`src/rtl/fifo_word_unpacker.sv`:
```
// Reads wide words from a single-clock FIFO and emits them as RATIO narrower
// sub-words (least-significant first) on a valid/ready stream.
module fifo_word_unpacker #(
  parameter int WORD_WDT = 64,
  parameter int RATIO    = 4,
  parameter int OUT_WDT  = WORD_WDT / RATIO
) (
  input  logic                clk,
  input  logic                rst_n,
  output logic                fifo_rd,
  input  logic                fifo_empty,
  input  logic [WORD_WDT-1:0] fifo_word,
  output logic [OUT_WDT-1:0]  out_data,
  output logic                out_valid,
  input  logic                out_ready,
  output logic                out_last
);

  localparam int IDX_W = (RATIO > 1) ? $clog2(RATIO) : 1;
  localparam logic [IDX_W-1:0] LAST_IDX = IDX_W'(RATIO - 1);

  // Handshake: a beat transfers on a rising edge where out_valid & out_ready;
  // out_data/out_last hold while out_valid & !out_ready.

  logic [WORD_WDT-1:0] buf_q [2];
  logic [WORD_WDT-1:0] buf_d [2];
  logic [1:0]          occ_q, occ_d;
  logic                in_flight_q;
  logic [IDX_W-1:0]    idx_q, idx_d;
  logic                xfer, pop;
  logic [2:0]          credit;

  assign out_valid = (occ_q != 2'd0);
  assign out_last  = out_valid && (idx_q == LAST_IDX);
  assign out_data  = buf_q[0][idx_q*OUT_WDT +: OUT_WDT];

  assign xfer = out_valid && out_ready;
  assign pop  = xfer && (idx_q == LAST_IDX);

  // Words already held or in flight, minus the one leaving this cycle, must
  // leave a free slot for the word a read issued now will deliver.
  assign credit  = {1'b0, occ_q} + {2'b00, in_flight_q} - {2'b00, pop};
  // Gated by rst_n so a non-empty FIFO is not popped while we are held in reset.
  assign fifo_rd = rst_n && !fifo_empty && (credit < 3'd2);

  always_comb begin
    buf_d[0] = buf_q[0];
    buf_d[1] = buf_q[1];
    occ_d    = occ_q;
    idx_d    = idx_q;
    if (pop) begin
      buf_d[0] = buf_q[1];
      occ_d    = occ_q - 2'd1;
    end
    if (in_flight_q) begin
      if (occ_d == 2'd0) buf_d[0] = fifo_word;
      else               buf_d[1] = fifo_word;
      occ_d = occ_d + 2'd1;
    end
    if (pop)       idx_d = '0;
    else if (xfer) idx_d = idx_q + IDX_W'(1);
  end

  always_ff @(posedge clk or negedge rst_n) begin
    if (!rst_n) begin
      buf_q[0]    <= '0;
      buf_q[1]    <= '0;
      occ_q       <= 2'd0;
      in_flight_q <= 1'b0;
      idx_q       <= '0;
    end else begin
      buf_q[0]    <= buf_d[0];
      buf_q[1]    <= buf_d[1];
      occ_q       <= occ_d;
      in_flight_q <= fifo_rd;
      idx_q       <= idx_d;
    end
  end

`ifndef SYNTHESIS
  a_no_rd_when_empty: assert property (@(posedge clk) disable iff (!rst_n)
    !(fifo_rd && fifo_empty))
    else $error("fifo_rd asserted while fifo_empty");

  a_occ_max: assert property (@(posedge clk) disable iff (!rst_n)
    occ_q <= 2'd2)
    else $error("word buffer occupancy above 2");

  a_stall_stable: assert property (@(posedge clk) disable iff (!rst_n)
    (out_valid && !out_ready) |=> (out_valid && $stable(out_data) && $stable(out_last)))
    else $error("output changed under stall");
`endif

endmodule

```
`config.mk`:
```
export PLATFORM = sky130hd
export DESIGN_NAME = fifo_word_unpacker
export DESIGN_NICKNAME = d
export VERILOG_FILES = /design/src/rtl/fifo_word_unpacker.sv
export SDC_FILE = /design/constraint.sdc
export NUM_CORES = 1
export LEC_CHECK = 0
export ABC_CLOCK_PERIOD_IN_PS = 2400
export CAP_MARGIN = 20
export CELL_PAD_IN_SITES_DETAIL_PLACEMENT = 0
export CELL_PAD_IN_SITES_GLOBAL_PLACEMENT = 1
export CORE_MARGIN = 3
export CORE_UTILIZATION = 40
export DETAILED_ROUTE_END_ITERATION = 8
export GPL_TIMING_DRIVEN = 0
export PLACE_DENSITY = 0.89
export SYNTH_ARGS = -nofsm -noshare
export SYNTH_HDL_FRONTEND = slang
export SYNTH_SLANG_ARGS = --single-unit
export TNS_END_PERCENT = 30
```
`constraint.sdc`:
```
create_clock -name clk -period 2.4 [get_ports clk]
set_input_delay 0.48 -clock clk [delete_from_list [all_inputs] [get_ports clk]]
set_output_delay 0.48 -clock clk [all_outputs]
set_load 0.05 [all_outputs]
```
==> results.py <==
metrics = {
    "global_routing": {
        "grt_pass1_wl_um": 27000,
        "grt_use_total_pct": 20.1,
        "grt_max_degree": 82,
        "antenna_found_initial": 0,
        "grt_pass1_vias": 4943,
        "overflow": 0,
    },
    "sta": {
        "setup_slack_ns": -0.545,
        "worst_hold_slack_ns": 0.000220,
        "rsz0062_at_grt": "yes",
        "fin_crit_sh_pct": 123,
        "max_clock_freq_mhz": 340,
        "setup_viol": 97,
        "tightest_slew_ns": 0.525,
        "layout_min_cycle_time_ns": 2.94,
        "finalHoldViolCount": 0,
        "drv_slew": 0,
        "slew_headroom_pct": 65.0,
        "clock_skew_ns": 0.00686,
    },
    "route": {
        "wl_um": 17800,
        "final_antenna_net_count": 0,
        "dr.pass1.iters": 5,
        "vias": 4815,
        "avgRoutedWirePerCell_um": 19.8,
        "viasPerCell": 5.36,
        "drc_errors": 0,
        "drtIter0Drc": 440,
    },
    "worst_setup_path": {
        "path_delay_family": "adder cells",
        "path_max_fanout": 4,
        "cp_slowest_stage_delay_ns": 0.52,
        "rrSetupSlack_ns": -0.18,
        "critPathSlowestCell": "fa_2",
        "crit_top_cell": "buf_6",
        "criticalPathCategory": "reg2out",
        "crit_chain": "ha_2, nand3b_1, buf_6, and2_4, o21ai_2, fa_2, nand2_2, nor3_4, buf_6",
        "arrival_ns": 2.46,
        "timing.rr.end": "buf_q[58]",
        "cp.buffers_inverters": 2,
        "worstSetupEndpoint": "fifo_rd",
        "reg2reg_depth": 12,
        "end_kind": "output port",
        "start_kind": "register",
        "r2r_start": "occ_q[1]",
        "required_ns": 1.92,
        "startpoint": "idx_q[0]",
        "critical_path_cell_count": 9,
    },
    "placed_design": {
        "dp_cells": 835,
        "dp.final_hpwl_um": 11700,
        "numPortBuffers": 86,
        "place_congestion": 0.829,
    },
    "clocking": {
        "cts.sinks": 133,
        "root_buffer": "clkbuf_16",
        "cts_inserted_buffers": 17,
        "path_clk_slew_ns": 0.06,
        "cts_max_path_buffers": 2,
        "clock_latency_ns": 0.43,
        "h-tree-depth": 4,
        "cts_hold_buf": 0,
        "cts_tree": "yes",
    },
    "power_and_ir_drop": {
        "power.share.sequential_pct": 33.4,
        "p_comb_share_pct": 44.3,
        "vdd_drop_max_uv": 704,
        "power.total_uw": 12300,
        "clockPowerShare_pct": 22.4,
        "p_int_uw": 7770,
        "p_per_area_nw_per_um2": 1450,
        "swShare_pct": 36.9,
        "switchingPower_uw": 4540,
        "p_leak_uw": 0.00379,
    },
    "logic_synthesis": {
        "ys_seq_area_share_pct": 53.1,
        "avgSynthCellArea_um2": 11.7,
        "async_reset_ff_share_pct": 100,
        "ys_types": 31,
        "synth_top_cell_area_share_pct": 53.1,
        "yosys_warnings": 0,
        "synth-edff-count": 0,
        "synth_top_cell_by_area": "dfrtp_1",
        "synth_area_leaders": "dfrtp_1 (53%), mux2_4 (13%), nand2_1 (7.8%), a31oi_1 (6.4%), mux4_2 (5.8%)",
        "ys_ff_latch": 133,
        "synth_cells": 537,
        "syn_area_um2": 6270,
        "ys.flop_type": "dfrtp_1",
        "synth_nets": 609,
    },
    "finish": {
        "stdcell_count": 899,
        "finish.utilization_pct": 55.7,
        "drive_gt1_share_pct": 30.4,
        "layout.nets": 747,
        "final_common_cell": "dfrtp_1",
        "area_growth_pct": 35.6,
        "num_antenna_cells": 0,
        "n_fill_cell": 1227,
        "final_cell_mix": "dfrtp_1 (133), nand2_1 (129), clkdlybuf4s50_1 (66)",
    },
    "floorplan": {
        "core_area_um2": 15300,
        "placementRows": 45,
        "die_w_um": 131,
        "dieArea_um2": 17200,
        "num_io_pins": 87,
        "die_h_um": 131,
        "start_util_pct": 41.1,
    },
    "run_status": {
        "violations": "negative setup slack",
        "run_status": "complete, but fails checks",
    },
    "flow_run": {
        "max_cap_violations": 0,
    },
    "hold_path": {
        "hold_class": "in2async",
    },
}
worst min-delay path by stage:
stage	startpoint	to	cells after the start
floorplan	rst_n	buf_q[0]	0
global route	rst_n	buf_q[22]	1
finish	rst_n	buf_q[24]	1
detailed placement	rst_n	buf_q[24]	1
CTS	rst_n	buf_q[24]	1
global placement	buf_q[2]	buf_q[2]	1
state kept, by name, indices dropped and copies added (netlist names):
name / count
idx_q: 2
buf_q: 128
in_flight_q: 1
occ_q: 2
power groups by stage:
stage / Sequential [µW] / Clock [µW] / Combinational (µW)
floorplan: 3750 / 0 / 3780
global placement: 4040 / 0 / 4880
detailed placement: 4080 / 0 / 5000
CTS: 4060 / 2780 / 5000
global route: 4190 / 2880 / 5760
finish: 4110 / 2750 / 5450
final cells by class:
class | instances | area [µm²] | share of cell area (%)
well taps | 211 | 264 | 3.11
clock buffers | 19 | 443 | 5.21
repair buffers | 119 | 1200 | 14.1
plain buffers | 39 | 379 | 4.46
flip-flops and latches | 133 | 3330 | 39.2
multi-input cells | 362 | 2690 | 31.7
clock inverters | 13 | 181 | 2.14
inverters | 3 | 11.3 | 0.133
cell families after synthesis:
group,Yosys count,share of synthesized area [%]
simple gates,207,12.9
xor+xnor,3,0.539
compound gates,67,6.73
flops,133,53.1
fa+ha+maj,4,0.919
mux,81,20.7
buf+inv,42,5.13
layer usage:
| metal | vias to the layer above | GRT usage (%) | part of all wire, % |
|---|---|---|---|
| met5 | - | 0 | 0 |
| met1 | 2466 | 27.3 | 43 |
| met4 | 0 | 7.47 | 2.4 |
| met3 | 30 | 3.91 | 5.0 |
| li1 | 2135 | - | - |
| met2 | 184 | 32.3 | 50 |
per-stage QoR:
stage | setup slack, ns | instance area [µm²] | setup TNS, ns
detailed placement | -1.23 | 7450 | -52.28
finish | -0.545 | 8500 | -10.97
floorplan | -0.275 | 6300 | -0.275
global placement | -5.06 | 7420 | -623.56
global route | -0.630 | 8500 | -19.55
CTS | -0.587 | 8150 | -1.30
synth_stat cells (5+ instances only):
| library cell | n |
|---|---|
| mux4_2 | 16 |
| a31oi_1 | 64 |
| nor2_1 | 68 |
| buf_2 | 17 |
| mux2_1 | 10 |
| buf_12 | 6 |
| clkbuf_1 | 5 |
| nand2_1 | 130 |
| mux2_4 | 54 |
| dfrtp_1 | 133 |
| buf_4 | 7 |
timing repair:
item | in CTS | in global routing
setup buffers | 12 | 12
hold endpoints to repair | 0 | 0
resized for setup | 112 | 24
pin swaps | 4 | 4
endpoints found under the setup margin | 146 | 129
cloned | 0 | 8
(Power assumes the default switching activity.)
